**src/rtl/add_round_key_state_if.sv**
```systemverilog
// Upstream fetch bus: address/select toward the MixColumns memory and key schedule,
// plus the 1-cycle-latency bytes that come back.
interface add_round_key_state_if #(
  parameter int ADDR_W  = 4,
  parameter int KADDR_W = 8
);
  logic               ADD_ROUND_start;
  logic [ADDR_W-1:0]  ADD_ROUND_addr;
  logic [KADDR_W-1:0] key_addr;
  logic [7:0]         data_in;
  logic [7:0]         bypass_in;
  logic [7:0]         key_in;

  modport master (
    output ADD_ROUND_start, ADD_ROUND_addr, key_addr,
    input  data_in, bypass_in, key_in
  );

  modport slave (
    input  ADD_ROUND_start, ADD_ROUND_addr, key_addr,
    output data_in, bypass_in, key_in
  );
endinterface

```
**src/rtl/add_round_key_state.sv**
```systemverilog
// Byte-serial AddRoundKey: fetches 16 state bytes and round-key bytes, XORs them
// and keeps the result in a local 16x8 state memory read by the SubBytes stage.
module add_round_key_state #(
  parameter int NBYTES  = 16,
  parameter int KADDR_W = 8,
  parameter int ADDR_W  = $clog2(NBYTES)
) (
  input  logic                 clk,
  input  logic                 rst,
  input  logic                 start,
  input  logic [3:0]           round,
  input  logic                 src_sel,
  add_round_key_state_if.master bus,
  input  logic [ADDR_W-1:0]    rd_addr,
  output logic [7:0]           out_mem,
  output logic                 busy,
  output logic                 DONE
);

  typedef enum logic [1:0] {IDLE, FETCH, DRAIN, FIN} state_t;

  localparam logic [ADDR_W-1:0] LAST = ADDR_W'(NBYTES - 1);

  state_t            state;
  logic [3:0]        round_q;
  logic              src_q;
  logic              wr_en;
  logic [ADDR_W-1:0] wr_addr;
  logic [7:0]        mem [NBYTES];
  logic [7:0]        result;

  assign result = (src_q ? bus.bypass_in : bus.data_in) ^ bus.key_in;

  always_ff @(posedge clk) begin : fsm
    if (rst) begin
      state               <= IDLE;
      round_q             <= '0;
      src_q               <= 1'b0;
      bus.ADD_ROUND_start <= 1'b0;
      bus.ADD_ROUND_addr  <= '0;
      bus.key_addr        <= '0;
      busy                <= 1'b0;
      DONE                <= 1'b0;
    end else begin
      unique case (state)
        IDLE: begin
          if (start) begin
            round_q             <= round;
            src_q               <= src_sel;
            state               <= FETCH;
            bus.ADD_ROUND_start <= 1'b1;
            bus.ADD_ROUND_addr  <= '0;
            bus.key_addr        <= KADDR_W'({round, 4'b0000});
            busy                <= 1'b1;
          end
        end
        FETCH: begin
          // Address holds at the last byte through DRAIN; it only returns to 0 in IDLE.
          if (bus.ADD_ROUND_addr == LAST) begin
            state <= DRAIN;
          end else begin
            bus.ADD_ROUND_addr <= bus.ADD_ROUND_addr + 1'b1;
            bus.key_addr       <= KADDR_W'({round_q, 4'b0000})
                                  + KADDR_W'(bus.ADD_ROUND_addr) + KADDR_W'(1);
          end
        end
        DRAIN: begin
          state               <= FIN;
          bus.ADD_ROUND_start <= 1'b0;
          busy                <= 1'b0;
          DONE                <= 1'b1;
        end
        FIN: begin
          state              <= IDLE;
          DONE               <= 1'b0;
          bus.ADD_ROUND_addr <= '0;
          bus.key_addr       <= '0;
        end
        default: state <= IDLE;
      endcase
    end
  end

  // Write lags the fetch address by one cycle to match the source memories' read latency.
  always_ff @(posedge clk) begin : datapath
    if (rst) begin
      wr_en   <= 1'b0;
      wr_addr <= '0;
      out_mem <= '0;
      for (int i = 0; i < NBYTES; i++) mem[i] <= '0;
    end else begin
      wr_en   <= (state == FETCH);
      wr_addr <= bus.ADD_ROUND_addr;
      if (wr_en) mem[wr_addr] <= result;
      out_mem <= mem[rd_addr];
    end
  end

endmodule

```
**src/flat_wrapper.sv**
```systemverilog
// flat-port wrapper written by rule: the top's interface ports become plain ports
module add_round_key_state_flat 
#(
  parameter int NBYTES  = 16,
  parameter int KADDR_W = 8,
  parameter int ADDR_W  = $clog2(NBYTES)
)
  (clk, rst, start, round, src_sel, rd_addr, out_mem, busy, DONE, bus_ADD_ROUND_start, bus_ADD_ROUND_addr, bus_key_addr, bus_data_in, bus_bypass_in, bus_key_in);
  add_round_key_state_if #(.ADDR_W(ADDR_W), .KADDR_W(KADDR_W)) bus_i ();
  input  logic clk;
  input  logic rst;
  input  logic start;
  input  logic [3:0] round;
  input  logic src_sel;
  input  logic [ADDR_W-1:0] rd_addr;
  output logic [7:0] out_mem;
  output logic busy;
  output logic DONE;
  output wire logic [$bits(bus_i.ADD_ROUND_start)-1:0] bus_ADD_ROUND_start;
  output wire logic [$bits(bus_i.ADD_ROUND_addr)-1:0] bus_ADD_ROUND_addr;
  output wire logic [$bits(bus_i.key_addr)-1:0] bus_key_addr;
  input wire logic [$bits(bus_i.data_in)-1:0] bus_data_in;
  input wire logic [$bits(bus_i.bypass_in)-1:0] bus_bypass_in;
  input wire logic [$bits(bus_i.key_in)-1:0] bus_key_in;
  assign bus_ADD_ROUND_start = bus_i.ADD_ROUND_start;
  assign bus_ADD_ROUND_addr = bus_i.ADD_ROUND_addr;
  assign bus_key_addr = bus_i.key_addr;
  assign bus_i.data_in = bus_data_in;
  assign bus_i.bypass_in = bus_bypass_in;
  assign bus_i.key_in = bus_key_in;
  add_round_key_state #(.NBYTES(NBYTES), .KADDR_W(KADDR_W), .ADDR_W(ADDR_W)) u_core (.clk(clk), .rst(rst), .start(start), .round(round), .src_sel(src_sel), .bus(bus_i), .rd_addr(rd_addr), .out_mem(out_mem), .busy(busy), .DONE(DONE));
endmodule
```
**config.mk**
```make
export PLATFORM = sky130hd
export DESIGN_NAME = add_round_key_state_flat
export DESIGN_NICKNAME = d
export VERILOG_FILES = /design/src/rtl/add_round_key_state_if.sv /design/src/rtl/add_round_key_state.sv /design/src/flat_wrapper.sv
export SDC_FILE = /design/constraint.sdc
export NUM_CORES = 1
export LEC_CHECK = 0
export ABC_AREA = 1
export CORE_UTILIZATION = 50
export CTS_CLUSTER_SIZE = 30
export DETAILED_ROUTE_END_ITERATION = 8
export PLACE_DENSITY_LB_ADDON = 0.1
export SLEW_MARGIN = 25
export SYNTH_ARGS = -nofsm -noshare
export SYNTH_HDL_FRONTEND = slang
export SYNTH_SLANG_ARGS = --single-unit
export TNS_END_PERCENT = 1
```
**constraint.sdc**
```tcl
create_clock -name clk -period 2.1 [get_ports clk]
set_clock_uncertainty 0.1 [all_clocks]
set_input_delay 0.21 -clock clk [delete_from_list [all_inputs] [get_ports clk]]
set_output_delay 0.21 -clock clk [all_outputs]
set_load 0.05 [all_outputs]
```
# Yosys cells after proc, flatten, opt, wreduce, memory -nomap -nowiden
# Memory sizes are Yosys's and may differ from the RTL's. A register that Yosys moved wholly into a read port is not among the register bits.
# Cells that the tools add are included.
[word_totals]
ff_bits = 26
ram_bits = 128
input_bits = 36
out_inout_bits = 23
elab_cells = 51
memories = 1
[op_classes]
n_addsub = 3
n_eq_ne = 7
muxes = 21
bitwise_logic = 1
n_reduce_logical = 9
[memory_table]
columns = ["name", "depth", "word_bits", "read_ports", "rd_ports_with_merged_regs", "write_ports", "line", "source"]
rows = [
  ["u_core.mem", 16, 8, 1, 1, 16, "add_round_key_state.sv:29", "logic [7:0] mem [NBYTES];"],
]
[op_table]
columns = ["operator", "count"]
rows = [
  ["two-way mux 8 bit", 4],
  ["case mux 8 bit (3 select lines)", 1],
  ["two-way mux 4 bit", 3],
  ["case mux 4 bit (3 select lines)", 1],
  ["adder 8 x 1 -> 8 bit (second input constant)", 1],
  ["adder 8 x 4 -> 8 bit", 1],
  ["case mux 2 bit (4 select lines)", 1],
  ["OR reduction 8 bit", 1],
  ["XOR 8 bit", 1],
  ["two-way mux 1 bit", 7],
  ["AND reduction 2 bit", 3],
  ["adder 4 x 1 -> 4 bit (second input constant)", 1],
  ["== test 2 bit (second input constant)", 2],
  ["== test 4 bit (second input constant)", 1],
  ["two-way mux 2 bit", 2],
  ["!= test 2 bit (second input constant)", 2],
  ["case mux 1 bit (2 select lines)", 2],
  ["nonzero test 2 bit", 2],
  ["AND reduction 3 bit", 1],
  ["nonzero test 3 bit", 1],
  ["== test 2 x 1 -> 1 bit (second input constant)", 1],
  ["zero test 2 bit", 1],
  ["!= test 2 x 1 -> 1 bit (second input constant)", 1],
]

# Depth between registers and ports, before layout
[logic_depth]
depth_word = 5
depth_mapped = 10
depth_no_buf = 10

# Least setup slack after synthesis
# No wires, ideal clock.
[synth_timing]
path_kind = "register to register"
startpoint = "register u_core.bus.ADD_ROUND_addr[1]"
endpoint = "register u_core.bus.key_addr[4]"
arrival_time_ns = 1.666
required_time_ns = 1.884
path_slack_ns = 0.218
path_stages_with_launch = 9
cell_sequence = "dfxtp_1 ha_1 nand2_1 inv_1 nand2_1 o21ai_4 inv_1 o21ai_0 nor2_1"
[synth_via]
elab_chain_len = 4
elab_cells_between_ends = 7
[synth_lines]
columns = ["item", "line", "source"]
rows = [
  ["start: declaration", "add_round_key_state_if.sv:15", "output ADD_ROUND_start, ADD_ROUND_addr, key_addr,"],
  ["start signal: assignment", "add_round_key_state.sv:62", "bus.ADD_ROUND_addr <= bus.ADD_ROUND_addr + 1'b1;"],
  ["adder 8 x 4 -> 8 bit", "add_round_key_state.sv:64", "+ KADDR_W'(bus.ADD_ROUND_addr) + KADDR_W'(1);"],
  ["adder 8 x 1 -> 8 bit", "add_round_key_state.sv:64", ""],
  ["two-way mux 8 bit", "add_round_key_state.sv:59", "if (bus.ADD_ROUND_addr == LAST) begin"],
  ["case mux 8 bit (3 select lines)", "add_round_key_state.sv:45", "unique case (state)"],
  ["end signal: assignment", "add_round_key_state.sv:53", "bus.key_addr <= KADDR_W'({round, 4'b0000});"],
  ["end signal: assignment", "add_round_key_state.sv:63", "bus.key_addr <= KADDR_W'({round_q, 4'b0000})"],
  ["end: declaration", "add_round_key_state_if.sv:15", ""],
]
# Several ways; a longest one is shown, not always the timed one. The select of a mux whose other input is x is not followed.
# A chain may end at the register's enable or synchronous reset.

# Final worst setup path
[layout_timing]
startpoint = "register u_core.bus.ADD_ROUND_addr[2]"
endpoint = "output port bus_ADD_ROUND_addr[2]"
[layout_lines]
columns = ["item", "line", "source"]
rows = [
  ["end: declaration", "flat_wrapper.sv:20", "output wire logic [$bits(bus_i.ADD_ROUND_addr)-1:0] bus_ADD_ROUND_addr;"],
]
# No word-level cell between the ends.

==> results.md <==
- P&R area growth vs syn: 20.2%
- Critical path buffer and inverter count: 1
- Count leader, synth: nand2_1
- Critical Path Max Stage Delay: 0.85 ns
- Wire per inst: 16.0 um
- Final Setup Violations: 0
- Multiplexer share of the synthesized area: 1.43%
- Clock Sinks: 162
- Final Hold Vio Count: 0
- Post-synthesis sequential area ratio: 58.7%
- Max Freq: 493 MHz
- First-pass GRT wire length: 29.4 mm
- Tot Pwr: 8850 uW
- Grt total ovfl: 0
- Synth Cell Area: 0.00770 sq mm
- Max IR drop VDD: 0.000824 V
- Crit path max-delay family: buffers and inverters
- Synth top area share: 49.9%
- CP endpoint: bus_ADD_ROUND_addr[2]
- Post-synth ARST share: 0%
- Worst-Margin Slew: 0.520 ns
- Post-layout util: 62.7%
- Via count of the first global-routing pass: 5685
- Commonest cells post-synth: nand2_1, nor2_1, edfxtp_1
- Post-cts sizing count: 0
- Ratio of cells with drive above 1 in the final layout: 11.1%
- Synthesis Warnings: 0
- DR pass1 iterations: 5
- N_diodes: 0
- Cells after Synth: 859
- Die width: 126 um
- Combinational family with the most area after synthesis: simple AND/OR/NAND/NOR gates
- Mean post-synth cell area: 8.97 sq um
- Cts hold-fix bufs: 0
- RR Endpoint: u_core.bus.key_addr[2]
- CP Cell Sequence: clkdlybuf4s50_1
- Synth Area in Compound Gates: 2.19%
- Synth Register Bits: 162
- CTS clk-pin slew, worst paths: 0.06 ns
- Critical path launch point: u_core.bus.ADD_ROUND_addr[2]
- Setup ws final: 0.0709 ns
- CTS HTree Levels: 4
- Largest net degree at the start of global routing: 40
- WHS Path Cells: 3
- I/O Pins: 59
- CP arrival: 1.72 ns
- Buffers on Ports: 58
- Setup bufs post-CTS: 0
- Max Cap Violations: 0
- Drt total wl: 18.1 mm
- Clk_lat worst skew: 0.43 ns
- Min-Delay Path Class: in2reg
- CTS tree: done
- Post-Synth XOR/XNOR Area: 1.69%
- Worst slack at placement: 0.0605 ns
- Total track usage: 24.8%
- Layout Nets: 978
- Dominant synthesized flop cell: edfxtp_1
- Top area cells in the synthesized netlist: edfxtp_1, nand2_1, dfxtp_1
- Drt via density: 5.21
- Core Rows: 44
- Worst EP required: 1.79 ns
- Setup crit start kind: flop
- Die area: 0.0159 sq mm
- Post-Synth Simple-Gate Area: 27.3%
- RSZ-0062 raised after global routing: no
- Leakage power: 0.00394 uW
- Status: finished clean
- Dpl hpwl: 12.7 mm
- Post-layout minimum cycle time: 2.03 ns
- Residual DRC: 0
- CP max stage cell: clkdlybuf4s50_1
- Max Slew Vio Count: 0
- Setup Crit Path Kind: reg2out
- Synth Net Count: 901
- Post-synth EDFFs: 128
- Root Buffer: clkbuf_16
- Core area: 0.0148 sq mm
- PD cells: 956 mW/mm^2
- Setup tns final: 0 ns
- Reg2reg start: u_core.state[1]
- Area leader, netlist: edfxtp_1
- Critical Path Stages: 1
- R2r setup slk: 0.34 ns
- Clock Path Buffers: 2
- Worst R2R Path Depth: 7
- Slew Limit Headroom: 65.2%
- Unique cell type count in the Yosys netlist: 25
- Routability cong.: 0.869
- Adder-cell area share of the yosys netlist: 0.975%
- DRT antenna net count: 0
- Cts bufs inserted: 17
- Antenna violations before repair: 0
- Starting density of the core: 52.2%
- Via count: 5903
- Critical Path Fanout Max: 6
- Die span in y: 126 um
- Setup crit end kind: primary output
- Number of DRC markers in iteration 0: 584
- Final period util: 96.6%
[power breakdown]
| part | switching, uW | internal [uW] | total (uW) |
|---|---|---|---|
| sequential | 110 | 3680 | 3790 |
| clock | 1240 | 1850 | 3090 |
| combinational | 1300 | 665 | 1970 |
| total | 2660 | 6190 | 8850 |
[logic make-up (layout without fill, tap and decap cells)]
family,after synthesis,in the layout
simple gates,511,511
xor+xnor,8,8
compound gates,31,31
flops,162,162
mux,8,8
buf+inv,133,223
fa+ha+maj,6,6
[area by class of cell]
class	instances	area [sq um]
Clock buffer	23	510
Fill cell	1270	5500
Clock inverter	9	88.8
Tap cell	184	230
Sequential cell	162	4520
Multi-Input combinational cell	564	2590
Inverter	93	349
Timing Repair Buffer	98	963
[registers in the layout, indices dropped and copies added (netlist names), 2 cells and up]
| signal | cells |
|---|---|
| u_core.mem | 128 |
| u_core.bus.key_addr | 8 |
| u_core.state | 2 |
| u_core.round_q | 4 |
| u_core.bus.ADD_ROUND_addr | 4 |
| u_core.out_mem | 8 |
| u_core.wr_addr | 4 |
[cell usage in the layout (no fill, tap or decap), types with 3 or more instances in the layout]
master and n:
a21oi_1 19, buf_12 7, buf_4 33, clkbuf_16 19, clkdlybuf4s50_1 57, dfxtp_1 34, edfxtp_1 128, ha_1 6
inv_1 91, inv_4 3, mux2i_2 8, nand2_1 251, nand2_2 9, nand3_1 90, nand4_1 3, nor2_1 148
nor2_2 4, nor3_1 3, o21ai_0 10, xor2_2 8
[metal layers]
metal | routed length, um | share of wire [%] | vias up | GRT usage (%)
met5 | 0 | 0 | - | 0
met4 | 532 | 2.9 | 0 | 10.5
met3 | 1270 | 7.0 | 34 | 4.97
met2 | 8590 | 47 | 243 | 40.5
li1 | - | - | 2891 | -
met1 | 7720 | 43 | 2735 | 32.4
[how the worst min path moves through the flow]
| stage | from | to | slack, ns |
|---|---|---|---|
| 6_report | round[3] | u_core.bus.key_addr[7] | 0.33 |
| 5_1_grt | round[0] | u_core.round_q[0] | 0.37 |
| 4_1_cts | round[2] | u_core.bus.key_addr[6] | 0.31 |
| 3_5_place_dp | u_core.round_q[3] | u_core.round_q[3] | 0.37 |
| 3_3_place_gp | u_core.round_q[3] | u_core.round_q[3] | 0.36 |
| 2_1_floorplan | round[0] | u_core.round_q[0] | 0.28 |
[stage by stage]
step | hold slack (ns) | instance area (sq um) | std cells
floorplan | 0.277 | 7700 | 859
global placement | 0.359 | 8650 | 1101
detailed placement | 0.365 | 8650 | 1101
CTS | 0.314 | 9250 | 1133
global route | 0.367 | 9250 | 1133
finish | 0.327 | 9250 | 1133
Note: power is estimated with default switching activity, not from simulation.
